`config.mk`:
```
export PLATFORM = sky130hd
export DESIGN_NAME = systolic_job_arbiter
export DESIGN_NICKNAME = d
export VERILOG_FILES = /design/src/rtl/systolic_job_arbiter.sv
export SDC_FILE = /design/constraint.sdc
export NUM_CORES = 1
export LEC_CHECK = 0
export CAP_MARGIN = 20
export CORE_AREA = 4 4 500 502
export CTS_BUF_LIST = sky130_fd_sc_hd__clkbuf_16
export CTS_CLUSTER_SIZE = 40
export DETAILED_ROUTE_END_ITERATION = 16
export DIE_AREA = 0 0 504 506
export GPL_ROUTABILITY_DRIVEN = 1
export HOLD_SLACK_MARGIN = 0.06
export PLACE_DENSITY = 0.34
export SKIP_CTS_REPAIR_TIMING = 1
export SYNTH_ARGS = -nofsm -noshare
export SYNTH_HDL_FRONTEND = slang
export SYNTH_SLANG_ARGS = --single-unit
```
`constraint.sdc`:
```
create_clock -name i_clk -period 56.6 [get_ports i_clk]
set_clock_uncertainty 0.15 [all_clocks]
set_input_delay 11.32 -clock i_clk [delete_from_list [all_inputs] [get_ports i_clk]]
set_output_delay 11.32 -clock i_clk [all_outputs]
set_load 0.01 [all_outputs]
```
`src/rtl/systolic_job_arbiter.sv`:
```
// Round-robin job sequencer in front of the 4x4 systolic array; optional SYSARR_PERF_CNT_EN adds perf counters.
// Accept->issue 1 cycle, result->response 1 cycle, 16-cycle WAIT timeout; response held until i_rspReady, no accept meanwhile.
`timescale 1ns/1ps
module systolic_job_arbiter #(
    parameter int unsigned TIMEOUT_CYCLES = 16,
    parameter logic        RR_INIT        = 1'b0
) (
    input  logic                    i_clk,
    input  logic                    i_arst,
    input  logic [1:0]              i_reqValid,
    output logic [1:0]              o_reqReady,
    input  logic [1:0][3:0][3:0][7:0] i_reqA,
    input  logic [1:0][3:0][3:0][7:0] i_reqB,
    output logic                    o_rspValid,
    input  logic                    i_rspReady,
    output logic                    o_rspId,
    output logic [3:0][3:0][15:0]   o_rspC,
    output logic                    o_rspErr,
    output logic                    o_arrValidInput,
    output logic [3:0][3:0][7:0]    o_arrA,
    output logic [3:0][3:0][7:0]    o_arrB,
    input  logic [3:0][3:0][15:0]   i_arrC,
    input  logic                    i_arrValidResult,
`ifdef SYSARR_PERF_CNT_EN
    output logic [15:0]             o_jobCount,
    output logic [15:0]             o_errCount,
    output logic [31:0]             o_busyCycles,
`endif
    output logic                    o_busy
);

    typedef enum logic [1:0] {IDLE, ISSUE, WAIT, RESP} state_e;

    state_e                 state_q, state_d;
    logic                   rr_q, rr_d;
    logic [7:0]             cnt_q, cnt_d;
    logic [3:0][3:0][7:0]   a_q, a_d, b_q, b_d;
    logic [3:0][3:0][15:0]  c_q, c_d;
    logic                   id_q, id_d;
    logic                   err_q, err_d;
    logic [1:0]             grant;
    logic                   gnt_id;

    // Ready is held low while reset is asserted so it only follows arbitration after release.
    always_comb begin
        grant  = 2'b00;
        gnt_id = rr_q;
        if (state_q == IDLE && !i_arst) begin
            if (i_reqValid[rr_q]) begin
                grant[rr_q] = 1'b1;
                gnt_id      = rr_q;
            end else if (i_reqValid[~rr_q]) begin
                grant[~rr_q] = 1'b1;
                gnt_id       = ~rr_q;
            end
        end
    end

    always_comb begin
        state_d = state_q;
        rr_d    = rr_q;
        cnt_d   = cnt_q;
        a_d     = a_q;
        b_d     = b_q;
        c_d     = c_q;
        id_d    = id_q;
        err_d   = err_q;
        case (state_q)
            IDLE: begin
                if (|grant) begin
                    a_d     = i_reqA[gnt_id];
                    b_d     = i_reqB[gnt_id];
                    id_d    = gnt_id;
                    state_d = ISSUE;
                end
            end
            ISSUE: begin
                cnt_d   = 8'd0;
                state_d = WAIT;
            end
            WAIT: begin
                // Compare the incremented count so the timeout lands TIMEOUT_CYCLES+1 cycles after accept.
                cnt_d = cnt_q + 8'd1;
                if (i_arrValidResult) begin
                    c_d     = i_arrC;
                    err_d   = 1'b0;
                    state_d = RESP;
                end else if (cnt_d == 8'(TIMEOUT_CYCLES - 1)) begin
                    c_d     = '0;
                    err_d   = 1'b1;
                    state_d = RESP;
                end
            end
            RESP: begin
                if (i_rspReady) begin
                    rr_d    = ~id_q;
                    state_d = IDLE;
                end
            end
            default: state_d = IDLE;
        endcase
    end

    always_ff @(posedge i_clk or posedge i_arst) begin
        if (i_arst) begin
            state_q <= IDLE;
            rr_q    <= RR_INIT;
            cnt_q   <= 8'd0;
            a_q     <= '0;
            b_q     <= '0;
            c_q     <= '0;
            id_q    <= 1'b0;
            err_q   <= 1'b0;
        end else begin
            state_q <= state_d;
            rr_q    <= rr_d;
            cnt_q   <= cnt_d;
            a_q     <= a_d;
            b_q     <= b_d;
            c_q     <= c_d;
            id_q    <= id_d;
            err_q   <= err_d;
        end
    end

    assign o_reqReady      = grant;
    assign o_arrValidInput = (state_q == ISSUE);
    assign o_arrA          = a_q;
    assign o_arrB          = b_q;
    assign o_rspValid      = (state_q == RESP);
    assign o_rspId         = id_q;
    assign o_rspC          = c_q;
    assign o_rspErr        = err_q;
    assign o_busy          = (state_q != IDLE);

`ifdef SYSARR_PERF_CNT_EN
    logic [15:0] job_cnt_q, err_cnt_q;
    logic [31:0] busy_cnt_q;

    always_ff @(posedge i_clk or posedge i_arst) begin
        if (i_arst) begin
            job_cnt_q  <= 16'd0;
            err_cnt_q  <= 16'd0;
            busy_cnt_q <= 32'd0;
        end else begin
            if (state_q == RESP && i_rspReady) begin
                if (err_q && err_cnt_q != 16'hFFFF) err_cnt_q <= err_cnt_q + 16'd1;
                if (!err_q && job_cnt_q != 16'hFFFF) job_cnt_q <= job_cnt_q + 16'd1;
            end
            if (o_busy && busy_cnt_q != 32'hFFFF_FFFF) busy_cnt_q <= busy_cnt_q + 32'd1;
        end
    end

    assign o_jobCount   = job_cnt_q;
    assign o_errCount   = err_cnt_q;
    assign o_busyCycles = busy_cnt_q;
`endif

endmodule

```
==> impl_metrics.toml <==
[synth]
ys_warn_count = 0
synth.mux.area_fraction = 0.120
synth-edff-count = 0
synth_ff_type = "dfrtp_1"
synthesis.nets = 2570
synthTopCellsByArea = "dfrtp_1 (61%), mux2i_1 (12%), a22o_1 (10%)"
synth_fa_ha_area_frac = 0.00464
avgSynthCellArea_um2 = 12.1
synth_top_area_frac = 0.609
synth_top_cell_by_area = "dfrtp_1"
yosys.area_share.simple = 0.0536
synth_async_sr_flop_share = 1.00
ys_types = 37
syn-instance-count = 1788
synth_top_family_by_area = "compound AO/OA/AOI/OAI gates"
synth.cell_area_um2 = 21600
ys_seq_elements = 525
ys_seq_area_frac = 0.609
synth-xor-area-share = 0.00122
synth_compound_gate_area_share = 0.172

[sta]
setup_ws_ps = 32040
period_minus_slack_ps = 24560
drv_slew = 0
worst_pin_slew_ps = 1100
fmax_mhz = 40.7
grt_setup_unrepaired = "false"
finalHoldViolations = 0
setup_viol = 0
tns_ps = 0
relSlewSlack = 0.266
fin_crit_sh = 0.434

[grt]
grt_max_degree = 120
grt_pass1_wl_um = 204000
grt_pass1_vias = 20960
grt_usage = 0.117
grt-ovfl-total = 0
antenna_found_initial = 68

[worst_hold_path]
hold_path.class = "flip-flop to flip-flop"

[clock_tree]
cts.sink_count = 525
cts.path.max_buffers = 3
cts_made_buffers = 77
htreeDepth = 3
insertion_delay_ps = 700
cts_tree = "done"
cts.clk_slew.worst_paths_ps = 50
cts-root-buf = "clkbuf_16"

[floorplanning]
num_rows = 182
die_h_um = 506
start_util = 0.0879
die_width_um = 504
ios = 1293
dieArea_um2 = 255000
core_area_um2 = 245000

[worst_setup_path]
cp_slowest_cell = "clkdlybuf4s50_1"
start_kind = "primary input"
slowest_delay_ps = 500
end_kind = "output pin"
critPathRequiredTime_ps = 45130
path_cells = "clkdlybuf4s50_1, mux2_2, ha_1, o21ai_0, a21oi_1, clkdlybuf4s50_1"
cp_max_fo = 5
path_class = "primary input to output pin"
cpMostUsedCell = "clkdlybuf4s50_1"
arrival_ps = 13090

[layout]
n_fill_cell = 27205
layout_commonest_cell = "clkdlybuf4s50_1"
post-route-util = 0.165
mostFrequentLayoutCells = "clkdlybuf4s50_1 (1,292), dfrtp_1 (525), a21oi_1 (263), nor2_1 (262), mux2i_1 (258)"
nets = 3820
drive_gt1_frac = 0.0439
area.growth.synth_to_final_pct = 87.9

[drt]
dr.pass1.iters = 8
drt_iter0_drc = 856
route.met2.wl_um = 77300
drcViolationCount = 0
met3WireLength_um = 17300
top_layer = "met5"
postRouteAntennaNets = 0
wire_per_inst_um = 24.3
drt-met1-wl_um = 56300
via_per_inst = 3.09
routed_wl_um = 154000
via_count = 19612

[power]
leakage_uw = 0.0161
vdd_ir_drop_max_v = 0.0000344
power.density_nw_per_um2 = 55.6

[place]
dp_slack_ps = 32060
dp_hpwl_um = 124000
place_congestion = 0.920
port_buffers = 1292

[flow_run]
maxCapViolations = 0

[run_status]
status = "complete, no violations"
-- layout make-up --
class                   instances  area [um2]  area share
clock buffers                  78        1950      0.0482
repair buffers               1316       13200       0.325
multi-input cells            1103        7620       0.188
clock inverters                59         502      0.0124
flip-flops and latches        525       13100       0.324
well taps                    3220        4030      0.0995
diodes                         23        57.6     0.00142
inverters                      15        63.8     0.00158
-- synth_stat cells, drive strengths merged, types with 2 or more instances --
cell type and n:
dfrtp 525, o22ai 6, nor3 3, nor2 263
nand4 2, nand3 4, nand2 5, xnor2 3
mux2i 258, clkbuf 88, a21oi 263, ha 8
buf 57, a22o 256, o21a 2, o21ai 9
inv 15, and3 2, and2 2, nand2b 3
nor3b 2
-- per-stage QoR --
stage	hold slack (ps)	std cells	instance area [um2]	total power, uW
final	346	6339	40500	2250
after detailed placement	332	6179	38000	1810
after CTS	351	6316	40500	2330
after floorplan	358	1788	21600	1120
after global placement	331	6179	38000	1810
after global routing	364	6320	40500	2400
-- flip-flops by register name, summed over array words and instances, names as in the netlist --
register / flops
o_rspC: 256
o_arrA: 128
o_arrB: 128
cnt_q: 8
state_q: 2
o_rspErr: 1
o_rspId: 1
rr_q: 1
-- where the power goes --
group	internal (uW)	leakage, uW	switching, uW	total [uW]
logic	543	0.00868	550	1090
clock network	275	0.00126	210	485
registers	554	0.00620	120	674
total	1370	0.0161	880	2250
-- final timing paths --
check / start / to / slack [ps] / cells after the start
setup / recovery: i_reqValid[0] / o_reqReady[1] / 32040 / 6
hold / removal: o_rspC[73]$_DFFE_PP0P_ / o_rspC[73]$_DFFE_PP0P_ / 350 / 1
setup reg to reg: rr_q$_DFFE_PP0P_ / o_arrB[69]$_DFFE_PP0P_ / 49560 / 12
hold reg to reg: o_rspC[73]$_DFFE_PP0P_ / o_rspC[73]$_DFFE_PP0P_ / 350 / 1
max in group asynchronous: i_arst / o_arrB[30]$_DFFE_PP0P_ / 41750 / 6
min in group asynchronous: i_arst / o_arrB[102]$_DFFE_PP0P_ / 10930 / 2
-- critical path: cells and delay by family --
| family | cells | cell delay, ps |
|---|---|---|
| AO/OA/AOI/OAI | 2 | 260 |
| adder cells (fa/ha/maj) | 1 | 210 |
| buffers and inverters | 2 | 990 |
| multiplexers | 1 | 310 |
-- layer usage --
metal,GRT usage,vias to the layer above
met1,0.121,9381
met3,0.0613,186
met4,0.0282,56
met2,0.206,983
met5,0,-
li1,-,9006
-- logic make-up after synthesis --
family / count (synthesis)
xor+xnor: 3
buf+inv: 160
simple gates: 291
fa+ha+maj: 8
mux: 259
flops: 525
compound gates: 542
Note: power is estimated with default switching activity, not from simulation.
==> RTL edit 1, RTL diff (config.mk and constraints unchanged) <==
Build with the macro `SYSARR_PERF_CNT_EN` defined.
--- a/src/rtl/systolic_job_arbiter.sv
+++ b/src/rtl/systolic_job_arbiter.sv
@@ -3,2 +3,4 @@
 `timescale 1ns/1ps
+`define SYSARR_PERF_CNT_EN
+
 module systolic_job_arbiter #(
Formal check against the unedited RTL (old outputs only; new: o_busyCycles, o_errCount and o_jobCount): equivalent (Yosys induction, for registers that start in step).
==> RTL edit 1 against the unedited design <==
Critical path depth stayed put; synthesized area is 13% higher; combinational power is 6% higher; routed wire length is 5.4% higher; critical path type unchanged; final area is 9.4% higher; sequential cell count is 64 higher; via count is 12% higher; power is 7.5% higher; worst hold slack hardly changed; worst setup slack worse by 0.12 ns; register-to-register slack better by 0.20 ns; highest routed layer unchanged; utilization is 1.5 points higher.
==> RTL edit 1: results <==
{
  "timing.critical_path.fanout_max": 3,
  "number_of_nets_in_the_synthesized_netlist": 2837,
  "largest_net_degree_at_the_start_of_global_routing": 156,
  "whs_endpoint": "o_rspC[91]",
  "io_buffer_count": 1356,
  "clock_tree.buffer_depth": 3,
  "nonClockInverterCount": 22,
  "wl_on_met1_um": 63650,
  "critPathArrivalTime_ns": 13.21,
  "grt_pass1_vias": 23100,
  "synth.lib_cells_used.distinct": 46,
  "multi_input_comb_area_um2": 8930,
  "worst_r2r_path_depth": 14,
  "met2RoutedLength_um": 80190,
  "total_leakage_power_nw": 18.14,
  "final_layout_size_suffix_gt1_share_pct": 4.663,
  "worst_hold_slack_ns": 0.3459,
  "yosys-mux-area-fraction_pct": 10.93,
  "drt_iter0_drc": 1164,
  "maxSlewHeadroom_pct": 22.90,
  "synthXorXnorAreaFrac_pct": 2.229,
  "status": "finished clean",
  "worst_setup_hold_path_clk_slew_ns": 0.06,
  "routed-wl-met3_um": 15010,
  "antennaDiodeCount": 16,
  "dr.pass1.iters": 6,
  "clock_area_share_pct": 6.012,
  "grtUsageMet2_pct": 21.15,
  "cp_top_family": "buffers and inverters",
  "reg2reg_end": "o_arrB[94]",
  "synth-seq-cells": 589,
  "power.ir.vdd_worst_mv": 0.02924,
  "synthAdderAreaFrac_pct": 0.5649,
  "post_synth_most_frequent_cells": "589 x sky130_fd_sc_hd__dfrtp_1, 271 x sky130_fd_sc_hd__nor2_1, 262 x sky130_fd_sc_hd__a21oi_1",
  "buffers_excl_clock": 1382,
  "layout.nonclk_buf_share_pct": 31.19,
  "globalRouteTotalUtil_pct": 12.24,
  "tritoncts.num_buffers": 83,
  "met1_usage_pct": 13.85,
  "synth_compound_area_share_pct": 15.42,
  "regToRegStartpoint": "state_q[0]",
  "gp_routability_congestion": 0.8798,
  "ff2ff_setup_slack_ns": 49.76,
  "grt_antenna_before_repair": 60,
  "grt_util_met3_pct": 5.313,
  "fill_cell_count": 26900,
  "finish.net_count": 4154,
  "hpwlAfterDp_um": 131000,
  "totalWireLength_um": 162500,
  "seq-cell-share_pct": 33.26,
  "synth_area_leaders": "sky130_fd_sc_hd__dfrtp_1 60%, sky130_fd_sc_hd__mux2i_1 11%, sky130_fd_sc_hd__a22o_1 9.2%",
  "viasPerCell": 3.304,
  "synth_seq_area_share_pct": 60.50,
  "ctsHtreeMaxLevel": 3
}
[RTL edit 1: kinds of logic (layout without fill, tap and decap cells)]
| family | after synthesis | count (layout) |
|---|---|---|
| mux | 265 | 265 |
| buf+inv | 172 | 1551 |
| compound gates | 545 | 545 |
| flops | 589 | 589 |
| fa+ha+maj | 11 | 11 |
| simple gates | 408 | 408 |
| xor+xnor | 62 | 62 |
| other cells | 0 | 16 |
[RTL edit 1: metrics by stage]
step / area (µm²) / power [mW] / setup WS [ns] / std cells / util, %
after detailed placement: 41610 / 1.933 / 31.96 / 6504 / 16.96
after floorplan: 24360 / 1.213 / 28.63 / 2052 / -
after global placement: 41610 / 1.933 / 31.87 / 6504 / 16.96
after CTS: 44270 / 2.489 / 31.95 / 6651 / 18.05
after global routing: 44280 / 2.566 / 31.79 / 6655 / 18.05
final: 44310 / 2.421 / 31.92 / 6667 / 18.07
[RTL edit 1: power breakdown]
group | switching [mW] | internal (mW)
clock | 0.224 | 0.300
sequential | 0.126 | 0.606
combinational | 0.594 | 0.570
==> RTL edit 2, RTL diff (same settings) <==
Without the edit above. Encoding of `state_e`: now one-hot (4 bits for 4 states).
--- a/src/rtl/systolic_job_arbiter.sv
+++ b/src/rtl/systolic_job_arbiter.sv
@@ -31,3 +31,3 @@
 
-    typedef enum logic [1:0] {IDLE, ISSUE, WAIT, RESP} state_e;
+    typedef enum logic [3:0] {IDLE = 4'b0001, ISSUE = 4'b0010, WAIT = 4'b0100, RESP = 4'b1000} state_e;
 
Function: no difference found for any inputs over 4 cycles, from zero or initial values and one cycle with i_arst high; so few cycles prove little.
==> RTL edit 2 against the unedited design <==
Final area is 0.54% lower; combinational power decreased by 6%; routed wire length is 9.8% higher; sequential share of layout area rose by 0.30 points; synthesized area down 0.32%; via count grew 11%; clock power grew 2%; sequential cell count increased by 2; non-clock buffer count up 4; worst setup slack got worse by 0.76 ns; power fell by 2.6%; critical endpoint unchanged; highest routed layer unchanged.
==> RTL edit 2: results <==
{
  "finish.net_count": 4086,
  "fill_cell_count": 27470,
  "tritoncts.num_buffers": 78,
  "gp_routability_congestion": 0.8508,
  "synth_seq_area_share_pct": 61.38,
  "cp_slowest_stage_delay_ns": 0.70,
  "synthAdderAreaFrac_pct": 0.1747,
  "largest_net_degree_at_the_start_of_global_routing": 179,
  "placedCellCount": 6449,
  "grtUsageMet2_pct": 22.46,
  "post_synth_most_frequent_cells": "526 x sky130_fd_sc_hd__dfrtp_1, 522 x sky130_fd_sc_hd__nand2_1, 266 x sky130_fd_sc_hd__nor2_1",
  "multi_input_comb_area_um2": 7347,
  "holdCritStartpoint": "o_rspC[249]",
  "synth_area_leaders": "sky130_fd_sc_hd__dfrtp_1 61%, sky130_fd_sc_hd__a22o_1 10%, sky130_fd_sc_hd__nand2_1 9.1%",
  "final_layout_size_suffix_gt1_share_pct": 4.283,
  "globalRouteTotalUtil_pct": 12.75,
  "met1_usage_pct": 13.47,
  "grt_pass1_vias": 22660,
  "wl_on_met1_um": 62190,
  "layout.nonclk_buf_share_pct": 32.70,
  "seq-cell-share_pct": 32.73,
  "timing.critical_path.fanout_max": 4,
  "maxSlewHeadroom_pct": 32.93,
  "viasPerCell": 3.302,
  "critPathArrivalTime_ns": 13.85,
  "power.ir.vdd_worst_mv": 0.02063,
  "routed-wl-met3_um": 17830,
  "grt_antenna_before_repair": 54,
  "count_of_placed_standard_cells_in_the_final_layout_fillers_left_out": 6592,
  "number_of_nets_in_the_synthesized_netlist": 2863,
  "synth-seq-cells": 527,
  "status": "finished clean",
  "total_leakage_power_nw": 16.04,
  "yosys_warn_count": 0,
  "synth_compound_area_share_pct": 19.05,
  "comb.multi_input.count": 1372,
  "regToRegStartpoint": "state_q[1]",
  "dr.pass1.iters": 6,
  "grt_util_met3_pct": 6.316,
  "buffers_excl_clock": 1320,
  "syn_inst": 2086,
  "drt_iter0_drc": 1293,
  "insertion_delay_ns": 0.67,
  "hpwlAfterDp_um": 136500,
  "nonClockInverterCount": 10,
  "grt_pass1_wl_um": 221000,
  "n_clock_buffer": 79,
  "clock_area_share_pct": 6.158,
  "drt-wirelength-per-cell_um": 25.68,
  "antennaDiodeCount": 10,
  "met2RoutedLength_um": 84060,
  "yosys-mux-area-fraction_pct": 0.1048,
  "synthXorXnorAreaFrac_pct": 0.1223
}
==> RTL edit 2: final timing paths <==
path                                  to  slack [ns]  depth (start not counted)
hold / removal               o_rspC[249]        0.35                          1
setup / recovery           o_reqReady[1]       31.28                          6
min in group asynchronous        o_rspId       11.43                          2
hold reg to reg              o_rspC[249]        0.35                          1
max in group asynchronous     o_arrB[11]       40.99                          6
setup reg to reg               o_arrB[3]       51.51                          8
==> RTL edit 2: power by group <==
part	leakage [nW]	internal (mW)	switching [mW]
Clock	1.26	0.289	0.205
Combinational	8.49	0.477	0.539
Sequential	6.28	0.556	0.128
Total	16.0	1.32	0.872
==> RTL edit 2: metrics by stage <==
step | cell area [µm²] | utilization [%] | setup slack (ns)
2_1_floorplan | 21490 | - | 30.41
3_3_place_gp | 37780 | 15.41 | 30.68
3_5_place_dp | 37790 | 15.41 | 31.05
4_1_cts | 40270 | 16.42 | 31.03
5_1_grt | 40270 | 16.42 | 31.09
6_report | 40290 | 16.43 | 31.28
